<file path="src/rtl/pu_msp430_watchdog.sv">
// Watchdog timer peripheral: password-protected WDTCTL register, a 16-bit
// interval counter advanced by ACLK/SMCLK enable strobes, and the wdtifg,
// NMI-select and PUC-request outputs consumed by the SFR block.
module pu_msp430_watchdog #(
    parameter logic [14:0] BASE_ADDR = 15'h0120,
    parameter logic [7:0]  WDT_PW    = 8'h5A,
    parameter logic [7:0]  WDT_RD_PW = 8'h69
) (
    input  logic        mclk,
    input  logic        puc_rst,
    input  logic [13:0] per_addr,
    input  logic [15:0] per_din,
    input  logic        per_en,
    input  logic [1:0]  per_we,
    output logic [15:0] per_dout,
    input  logic        aclk_en,
    input  logic        smclk_en,
    input  logic        dbg_freeze,
    input  logic        wdtie,
    input  logic        wdtifg_sw_set,
    input  logic        wdtifg_sw_clr,
    input  logic        wdtifg_irq_acc,
    output logic        wdtifg,
    output logic        wdt_irq,
    output logic        wdtnmies,
    output logic        wdtnmi,
    output logic        wdt_reset
);

    // WDTCTL bit positions
    localparam int HOLD  = 7;
    localparam int NMIES = 6;
    localparam int NMI   = 5;
    localparam int TMSEL = 4;
    localparam int CNTCL = 3;
    localparam int SSEL  = 2;

    logic [7:0]  wdtctl_q, wdtctl_d;
    logic [15:0] cnt_q, cnt_d;
    logic        wdtifg_q, wdtifg_d;
    logic        wdt_reset_q, wdt_reset_d;

    logic        reg_sel, reg_wr, reg_rd;
    logic        pw_ok, wr_valid, pw_err;
    logic        tick, terminal, expiry;
    logic [15:0] term_mask;

    // Register decode and password check for the single WDTCTL word
    always_comb begin
        reg_sel  = per_en && (per_addr == BASE_ADDR[14:1]);
        reg_wr   = reg_sel && (per_we != 2'b00);
        reg_rd   = reg_sel && (per_we == 2'b00);
        pw_ok    = (per_din[15:8] == WDT_PW);
        wr_valid = reg_wr && pw_ok;
        pw_err   = reg_wr && !pw_ok;
    end

    // Select the interval: only the low N bits take part in the terminal test
    always_comb begin
        unique case (wdtctl_q[1:0])
            2'b00:   term_mask = 16'h7FFF;
            2'b01:   term_mask = 16'h1FFF;
            2'b10:   term_mask = 16'h01FF;
            default: term_mask = 16'h003F;
        endcase
        tick     = (wdtctl_q[SSEL] ? aclk_en : smclk_en) && !wdtctl_q[HOLD] && !dbg_freeze;
        terminal = ((cnt_q & term_mask) == term_mask);
    end

    // Counter advance; a CNTCL write wins over a coincident tick and its expiry
    always_comb begin
        cnt_d  = cnt_q;
        expiry = 1'b0;
        if (wr_valid && per_din[CNTCL]) begin
            cnt_d = 16'h0000;
        end else if (tick) begin
            if (terminal) begin
                cnt_d  = 16'h0000;
                expiry = 1'b1;
            end else begin
                cnt_d = cnt_q + 16'd1;
            end
        end
    end

    // Next-state for control register, interrupt flag and PUC request pulse
    always_comb begin
        wdtctl_d = wdtctl_q;
        if (wr_valid) begin
            // CNTCL is a strobe, never stored
            wdtctl_d = {per_din[7:4], 1'b0, per_din[2:0]};
        end

        wdtifg_d = wdtifg_q;
        if (expiry || wdtifg_sw_set) begin
            wdtifg_d = 1'b1;
        end else if (wdtifg_sw_clr) begin
            wdtifg_d = 1'b0;
        end else if (wdtifg_irq_acc && wdtctl_q[TMSEL]) begin
            wdtifg_d = 1'b0;
        end

        // Both causes merge into one single-cycle request
        wdt_reset_d = pw_err || (expiry && !wdtctl_q[TMSEL]);
    end

    // State registers with synchronous reset
    always_ff @(posedge mclk) begin
        if (puc_rst) begin
            wdtctl_q    <= 8'h00;
            cnt_q       <= 16'h0000;
            wdtifg_q    <= 1'b0;
            wdt_reset_q <= 1'b0;
        end else begin
            wdtctl_q    <= wdtctl_d;
            cnt_q       <= cnt_d;
            wdtifg_q    <= wdtifg_d;
            wdt_reset_q <= wdt_reset_d;
        end
    end

    // Read mux and outputs
    always_comb begin
        per_dout = 16'h0000;
        if (reg_rd) begin
            per_dout = {WDT_RD_PW, wdtctl_q[7:4], 1'b0, wdtctl_q[2:0]};
        end
        wdtifg    = wdtifg_q;
        wdt_irq   = wdtifg_q && wdtie && wdtctl_q[TMSEL];
        wdtnmies  = wdtctl_q[NMIES];
        wdtnmi    = wdtctl_q[NMI];
        wdt_reset = wdt_reset_q;
    end

endmodule

</file>
<file path="config.mk">
export PLATFORM = sky130hd
export DESIGN_NAME = pu_msp430_watchdog
export DESIGN_NICKNAME = d
export VERILOG_FILES = /design/src/rtl/pu_msp430_watchdog.sv
export SDC_FILE = /design/constraint.sdc
export NUM_CORES = 1
export LEC_CHECK = 0
export ABC_AREA = 1
export CELL_PAD_IN_SITES_DETAIL_PLACEMENT = 1
export CELL_PAD_IN_SITES_GLOBAL_PLACEMENT = 2
export CORE_MARGIN = 10
export CORE_UTILIZATION = 22
export CTS_CLUSTER_SIZE = 25
export DETAILED_ROUTE_END_ITERATION = 7
export PLACE_DENSITY_LB_ADDON = 0.1
export SKIP_CTS_REPAIR_TIMING = 1
export SYNTH_ARGS = -nofsm -noshare
export SYNTH_HDL_FRONTEND = slang
export SYNTH_SLANG_ARGS = --single-unit
</file>
<file path="constraint.sdc">
create_clock -name mclk -period 1.87 [get_ports mclk]
set_clock_uncertainty 0.2 [all_clocks]
set_input_delay 0.2805 -clock mclk [delete_from_list [all_inputs] [get_ports mclk]]
set_output_delay 0.2805 -clock mclk [all_outputs]
set_load 0.1 [all_outputs]
</file>
==> results.cfg <==
[placement]
hpwl_um = 4646
io_buffer_count = 57
post-place-ws_ps = -567.9
place_congestion = 0.7142

[floorplan]
ioPinCount = 63
die_h_um = 106.3
core_area_mm2 = 0.007253
initial_core_util = 0.2258
num_rows = 31
die_area_mm2 = 0.01130
die_x_um = 106.3

[cells_and_area]
final_core_util = 0.3824
final_nets = 385
diodes = 0
n_fill_cell = 917
area_growth_pct = 69.37
seq_area_um2 = 484.2
drive_above_1_share = 0.3206
multiInputGateArea_um2 = 979.7

[clocking]
htree_num_levels = 1
clkTransAtPathRegs_ps = 80
cts_sinks = 24
cts_buffer_depth = 2
clkLatencyLatePin_ps = 260
cts_made_buffers = 3
cts_tree = done
ctsRootBufferMaster = clkbuf_8

[run_status]
violations = negative setup slack
status = finished with violations

[power_and_ir_drop]
finalPower_uw = 1072
vdd_drop_max_mv = 0.1721
powerDensity_mw_per_mm2 = 386.4
power.leakage_uw = 0.001205

[timing]
hold_viol = 0
fin_crit_sh = 1.038
clock.fmax_mhz = 515.3
rsz0062_at_grt = yes
drv_slew = 0
finalSetupViolations = 7
layout_setup_ws_ps = -70.75
period_needed_ps = 1941

[synthesis]
yosys-mux-area-fraction = 0
synthDistinctLibCells = 30
synth_fa_ha_area_frac = 0.007639
synth_xor_area_frac = 0.02674
synth_simple_gate_area_share = 0.4523
synth_edf_count = 0
synthFlopType = dfxtp_1
syn_inst = 259
synth_compound_gate_area_share = 0.04813
async_flop_share = 0
synth_area_mm2 = 0.001638
synth_seq_cells = 24
synth_top_family_by_area = simple AND/OR/NAND/NOR gates
ys_seq_area_frac = 0.2934
syn_avg_cell_area_um2 = 6.324
yosys_warnings = 0

[route]
ant_nets = 0
vias_per_cell = 4.107
wire_per_inst_um = 11.87
drt_iter0_drc = 27
drc_errors = 0
routed_wl_um = 5213
vias = 1803
firstDrtPassIters = 4

[worst_hold_path]
hold_class = flop to flop

[global_routing]
grt.total_usage = 0.09170
grt_pass1_vias = 1956
grt_overflow = 0
grt_max_degree = 13
grt_pass1_wl_um = 8763
antenna_found_initial = 0

[critical_path]
critPathKind = input port to primary output
arrival_ps = 1460
end_kind = primary output
path_max_fanout = 7
crit_required_ps = 1390
cp-start-kind = input port

[job]
maxCapViolations = 0
[cells in the mapped netlist (2+ instances only)]
cell type	instances	area, um^2
xor2_1	4	35.03
nor2_1	50	187.7
nand2_2	2	12.51
nand4_1	18	112.6
nand2_1	51	191.4
nand3_1	13	65.06
o21ai_0	2	10.01
nor2_4	3	33.78
clkinv_1	3	11.26
nor2_2	5	31.28
dfxtp_1	24	480.5
buf_4	9	67.56
inv_2	3	11.26
a21oi_1	5	25.02
inv_1	50	187.7
nor3_4	3	48.80
[kinds of logic (layout without fill, tap and decap cells)]
group                    count (synthesis)  in the layout
AO/OA/AOI/OAI                           12             12
XOR/XNOR                                 5              5
adder cells (fa/ha/maj)                  1              1
buffers and inverters                   65            142
flip-flops                              24             24
other                                    1              5
AND/OR/NAND/NOR                        151            151
[state kept, by name (all words and copies together), names as in the netlist]
register	count
wdtifg	1
cnt_q	15
wdtctl_q	7
wdt_reset	1
[worst max-delay path, cell delays in order]
cell and delay (ps):
buf_2 150, inv_12 50, nand2_2 40, nor2_1 80, nand2_1 90, nor2_4 100
inv_2 60, nor2_4 120, clkinv_4 160, nor2_4 160, buf_12 180
[layer usage]
layer / GRT usage / vias up / part of all wire
met5: 0 / - / 0
met2: 0.1784 / 36 / 0.53
met4: 0.02998 / 0 / 0.015
met1: 0.08989 / 812 / 0.39
met3: 0.02717 / 6 / 0.063
li1: - / 949 / -
[report_power, final]
| part | switching [uW] | leakage [uW] | internal, uW | total, uW |
|---|---|---|---|---|
| Combinational | 132 | 0.000989 | 115 | 247 |
| Clock | 161 | 0.0000216 | 144 | 305 |
| Sequential | 5.18 | 0.000195 | 515 | 520 |
| Total | 298 | 0.00121 | 774 | 1070 |
[area by class of cell]
type / count / share of cell area
multi-input cells: 174 / 0.3532
well taps: 99 / 0.04466
clock buffers: 3 / 0.01488
repair buffers: 83 / 0.3212
flip-flops and latches: 24 / 0.1746
inverters: 56 / 0.09157
[through the flow]
step                std cells  instance area [um^2]  hold WS, ps  setup TNS, ps
global placement          429                  2701        251.1         -13510
CTS                       432                  2743        270.7          -7336
finish                    439                  2774        261.9         -385.1
floorplan                 263                  1772        142.2         -542.5
detailed placement        429                  2701        258.1         -14370
global route              439                  2774        283.8          -1064
[worst paths after layout]
check	from	to	slack (ps)	cells past startpoint
max	per_addr[9]	per_dout[6]	-70	11
min	cnt_q[14]	cnt_q[14]	260	2
max reg2reg	cnt_q[7]	wdt_reset	250	8
min reg2reg	cnt_q[14]	cnt_q[14]	260	2
[cells in the final DEF, fill, tap and decap left out, drive strengths merged]
cell            n
o21ai           4
ha              1
xor2            4
dlymetal6s2s    5
clkinvlp        1
conb            5
inv            52
clkinv          3
clkbuf         12
nand4          19
nand3          15
nor2           58
dfxtp          24
nor3            4
nand2          53
and2            1
or2             1
xnor2           1
a21oi           6
o21bai          1
a31oi           1
buf            45
clkdlybuf4s50  24
Note: power is estimated with default switching activity, not from simulation.
